File: config.mk
export PLATFORM = sky130hd
export DESIGN_NAME = fetch_unit
export DESIGN_NICKNAME = d
export VERILOG_FILES = /design/src/rtl/fetch_unit.sv
export SDC_FILE = /design/constraint.sdc
export NUM_CORES = 1
export LEC_CHECK = 0
export ABC_CLOCK_PERIOD_IN_PS = 1800
export CAP_MARGIN = 20
export CORE_MARGIN = 2
export CORE_UTILIZATION = 39
export CTS_BUF_LIST = sky130_fd_sc_hd__clkbuf_16
export CTS_CLUSTER_SIZE = 25
export DETAILED_ROUTE_END_ITERATION = 7
export GPL_ROUTABILITY_DRIVEN = 0
export HOLD_SLACK_MARGIN = 0.08
export PLACE_DENSITY = 0.78
export SKIP_CTS_REPAIR_TIMING = 1
export SYNTH_ARGS = -nofsm -noshare
export SYNTH_HDL_FRONTEND = slang
export SYNTH_SLANG_ARGS = --single-unit
File: constraint.sdc
create_clock -name clk -period 1.8 [get_ports clk]
set_clock_uncertainty 0.15 [all_clocks]
set_input_delay 0.54 -clock clk [delete_from_list [all_inputs] [get_ports clk]]
set_output_delay 0.54 -clock clk [all_outputs]
set_load 0.03 [all_outputs]
File: src/rtl/fetch_unit.sv
// fetch_unit
//   Program-counter / instruction-register stage in front of an 8-bit
//   instruction memory. The PC drives the memory address combinationally.
//   The returned word is captured into a one-entry slot, which decode drains
//   over a valid/ready handshake. Execute can redirect the PC at any time.
//   Fetch halts once the PC would leave the program image.
//
//   Optional feature (compile-time macro FETCH_JUMP_PREDECODE_EN):
//     A loaded word with opcode bits [7:6] == 2'b11 is a jump. The PC is then
//     set to {2'b00, word[5:0]} instead of pc+1, and the word is still
//     delivered to decode. With the macro undefined, opcode 11 is an ordinary
//     instruction.
//
//   Parameters
//     PROG_LEN    number of valid instruction words; fetch halts at this PC
//     RESET_PC    PC loaded by clear
//
//   Ports
//     clk          rising-edge clock
//     clear        synchronous active-high reset (highest priority)
//     imem_addr    [7:0] instruction memory address (= current PC)
//     imem_data    [7:0] instruction returned combinationally for imem_addr
//     inst         [7:0] registered instruction for decode
//     inst_pc      [7:0] PC that inst was fetched from
//     inst_valid   inst / inst_pc hold a live instruction
//     inst_ready   decode accepts inst this cycle
//     redirect_en  execute requests a PC change
//     redirect_pc  [7:0] new PC when redirect_en = 1
//     halted       fetch FSM is in HALT
module fetch_unit #(
  parameter int PROG_LEN = 9,
  parameter int RESET_PC = 0
) (
  input  logic       clk,
  input  logic       clear,
  output logic [7:0] imem_addr,
  input  logic [7:0] imem_data,
  output logic [7:0] inst,
  output logic [7:0] inst_pc,
  output logic       inst_valid,
  input  logic       inst_ready,
  input  logic       redirect_en,
  input  logic [7:0] redirect_pc,
  output logic       halted
);

  // One extra bit so that a PROG_LEN of 256 (whole address space) still compares correctly.
  localparam logic [8:0] PROG_END = 9'(PROG_LEN);
  localparam logic [7:0] PC_INIT  = 8'(RESET_PC);

  typedef enum logic {RUN, HALT} state_t;

  state_t     state, state_nxt;
  logic [7:0] pc, pc_nxt;
  logic [7:0] inst_nxt, inst_pc_nxt;
  logic       valid_nxt;
  logic       slot_free;
  logic [7:0] follow_pc;

  function automatic logic past_end(input logic [7:0] p);
    return {1'b0, p} >= PROG_END;
  endfunction

  assign slot_free = !inst_valid || inst_ready;
  assign imem_addr = pc;
  assign halted    = (state == HALT);

  // PC that follows the word currently on imem_data if it gets loaded.
  always_comb begin
    follow_pc = pc + 8'd1;
`ifdef FETCH_JUMP_PREDECODE_EN
    if (imem_data[7:6] == 2'b11) follow_pc = {2'b00, imem_data[5:0]};
`endif
  end

  always_comb begin
    state_nxt   = state;
    pc_nxt      = pc;
    inst_nxt    = inst;
    inst_pc_nxt = inst_pc;
    // An accepted instruction leaves the slot unless something refills it below.
    valid_nxt   = inst_valid && !inst_ready;

    if (redirect_en) begin
      // Slot is flushed even if decode accepts it on this same edge: that
      // handshake still completes, but no wrong-path word may follow it.
      pc_nxt    = redirect_pc;
      valid_nxt = 1'b0;
      state_nxt = past_end(redirect_pc) ? HALT : RUN;
    end else if (state == RUN) begin
      if (past_end(pc)) begin
        state_nxt = HALT;
      end else if (slot_free) begin
        inst_nxt    = imem_data;
        inst_pc_nxt = pc;
        valid_nxt   = 1'b1;
        pc_nxt      = follow_pc;
        if (past_end(follow_pc)) state_nxt = HALT;
      end
    end
  end

  // ---- stage boundary: PC register and instruction slot ----
  always_ff @(posedge clk) begin
    if (clear) begin
      state      <= RUN;
      pc         <= PC_INIT;
      inst       <= 8'd0;
      inst_pc    <= 8'd0;
      inst_valid <= 1'b0;
    end else begin
      state      <= state_nxt;
      pc         <= pc_nxt;
      inst       <= inst_nxt;
      inst_pc    <= inst_pc_nxt;
      inst_valid <= valid_nxt;
    end
  end

endmodule

==> summary.md <==
| Metric | Value |
|---|---|
| First-pass GRT wire length | 5650 um |
| Slew of the pin with the lowest slew margin | 0.397 ns |
| Asr flop ratio synth | 0% |
| Die area | 3640 um2 |
| Final Hold Fails | 0 |
| Worst-skew pair later-pin latency | 0.26 ns |
| Final HPWL DP | 2740 um |
| Failing checks | setup timing |
| Total Routing Usage GR | 20.9% |
| CP required | 1.79 ns |
| Die X | 60.3 um |
| Critical path peak fanout | 5 |
| Share of cells above drive strength 1 | 28.1% |
| Height of the die | 60.3 um |
| Number of enable flip-flop cells after synthesis | 0 |
| Fmax | 523 MHz |
| Post-synthesis sequential area ratio | 42.1% |
| Drt wl/cell | 16.2 um |
| Vias | 1,340 |
| # nets final | 227 |
| Crit path capture type | flop |
| DRC | 0 |
| # setup viols final | 2 |
| CP delay by family, top | compound AO/OA/AOI/OAI gates |
| Synth top area cells | dfxtp_1 42%, a21oi_1 6.1%, nand3_1 6.1% |
| PnR worst setup slack | -0.112 ns |
| Max cap viols | 0 |
| Synth area leader | dfxtp_1 |
| Met3 Routed Length | 239 um |
| Core Region | 3030 um2 |
| Root Buffer | clkbuf_16 |
| Fin crit share | 106% |
| Syn Area/Cell | 8.83 um2 |
| CTS Buf Count | 3 |
| VDD IR max | 0.384 mV |
| R2R depth | 6 |
| Mapped Area | 1240 um2 |
| Largest net degree at the start of global routing | 16 |
| Max incr delay on CP | 0.35 ns |
| Initial antenna violation count | 0 |
| FF-to-FF Start | imem_addr[1] |
| FF-to-FF End | imem_addr[2] |
| Initial DRC count | 27 |
| Crit-path slowest cell | a2111oi_2 |
| Number of synthesized register bits | 26 |
| Routed Antenna Nets | 0 |
| Fillcell total | 242 |
| Leakage Power | 1.12 nW |
| Critical Path AT | 1.91 ns |
| CTS tree | done |
| Top layer in use | met4 |
| Syn nets | 163 |
| Worst Hold Class | flop to flop |
| Min Tclk post-route | 1.91 ns |
| Relative slew slack | 73.4% |
| Critical path launch point type | flop |
| Grt total ovfl | 0 |
| Pwr dens | 783 nW/um2 |
| N_diodes | 0 |
| Site row count | 20 |
| Syn. warnings | 0 |
| Initial Util | 40.8% |
| Unrepaired setup endpoints after global routing | yes |
| Drt via density | 5.43 |
| Critical path class | flop to flop |
| H-tree Lvls | 1 |
| Flop2flop setup slack | -0.11 ns |
| Post-synth cell types | 37 |
| Tot Pwr | 0.00165 W |
| Met2 WL | 2190 um |
| Clk sinks | 26 |
| Hold Path Origin | inst[0] |
| Commonest cells post-synth | 26 x dfxtp_1, 15 x a21oi_1, 15 x nand3_1 |
| Clock slew at reported path FFs | 0.07 ns |
| Area grow syn2layout | 70.1% |
| Status | finished with violations |
| IO Pins | 46 |
| Ys flop type | dfxtp_1 |
| Worst Hold End | inst[0] |
| Slew Viols, Final | 0 |
| CP Depth | 6 |
| Most frequent cell after synthesis | dfxtp_1 |
| Cells after synthesis | 140 |
| Port Buffers | 45 |
| Crit path launch | imem_addr[1] |
| Final WL | 4000 um |
| Share of the synthesized area in the top cell type | 42.1% |
| Clock buffer depth | 2 |
| Vias in the first global route | 1,283 |
| Met1 Wirelength | 1550 um |
| Cells on Worst Hold Path | 2 |
| Crit path cell chain | inv_1, ha_2, nor3b_4, o2111a_2, a211oi_1, a2111oi_2 |
| DRT Pass-1 Iters | 4 |
| Final setup TNS | -0.122 ns |
| Worst path bufs/invs | 1 |
## state kept, by name, summed over array words and instances (netlist names)
register    cells
inst            8
inst_valid      1
halted          1
imem_addr       8
inst_pc         8
## per-stage QoR
| stage | utilization (%) | std cells | hold slack [ns] | setup WS [ns] | instance area [um2] |
|---|---|---|---|---|---|
| floorplan | - | 140 | 0.408 | 0.0134 | 1250 |
| global placement | 60.8 | 236 | 0.308 | -0.233 | 1840 |
| detailed placement | 60.8 | 236 | 0.321 | -0.324 | 1840 |
| CTS | 64.1 | 240 | 0.330 | -0.185 | 1940 |
| global route | 69.5 | 247 | 0.337 | -0.160 | 2100 |
| finish | 69.5 | 247 | 0.321 | -0.112 | 2100 |
## cells in the final DEF, fill, tap and decap left out, types with 2 or more instances in the layout
master / synthesis / final
a2111oi_2: 2 / 2
a211oi_1: 3 / 3
a21oi_1: 15 / 15
a311oi_1: 2 / 2
buf_12: 0 / 2
buf_4: 1 / 29
clkbuf_16: 0 / 4
clkdlybuf4s50_1: 0 / 19
dfxtp_1: 26 / 24
dfxtp_4: 0 / 2
dlymetal6s2s_1: 0 / 19
ha_2: 0 / 2
inv_1: 6 / 5
mux2i_1: 6 / 6
nand2_1: 5 / 5
nand3_1: 15 / 15
nor2_1: 8 / 7
nor3_2: 1 / 2
nor3b_2: 0 / 3
nor4_1: 2 / 2
o21ai_0: 12 / 2
o21ai_1: 0 / 8
o21ai_2: 0 / 2
## worst register-to-register path, stage by stage, from the launching register on
cell       delay [ns]
dfxtp_4          0.34
inv_1            0.08
ha_2             0.18
nor3b_4          0.24
o2111a_2         0.32
a211oi_1         0.13
a2111oi_2        0.35
## layer usage
layer  vias to the layer above  GRT usage [%]
li1                        640              -
met1                       647           24.1
met2                        48           38.0
met3                         5           4.98
met4                         0           5.71
met5                         -              0
## layout make-up
type	instances	area (um2)	area share, %
multi-input cells	98	712	33.8
repair buffers	69	686	32.6
flip-flops and latches	26	528	25.1
clock buffers	4	100	4.76
well taps	44	55.1	2.62
inverters	6	22.5	1.07
## how the worst max path moves through the flow
stage	end
after floorplan	inst[0]
after global placement	imem_addr[0]
after detailed placement	imem_addr[2]
after CTS	inst[0]
after global routing	imem_addr[2]
final	imem_addr[2]
## power breakdown
| group | internal (W) | switching (W) |
|---|---|---|
| Sequential | 0.000603 | 0.0000253 |
| Clock | 0.000387 | 0.000211 |
| Combinational | 0.000200 | 0.000220 |
| Total | 0.00119 | 0.000457 |
## cell families (layout without fill, tap and decap cells)
logic type / Yosys count / in the layout / synth area share [%]
simple gates: 46 / 46 / 21.2
compound gates: 41 / 41 / 22.0
flops: 26 / 26 / 42.1
buf+inv: 16 / 79 / 5.47
mux: 6 / 6 / 4.86
fa+ha+maj: 3 / 3 / 3.04
xor+xnor: 2 / 2 / 1.42
Power figures use the tool's default switching activity.
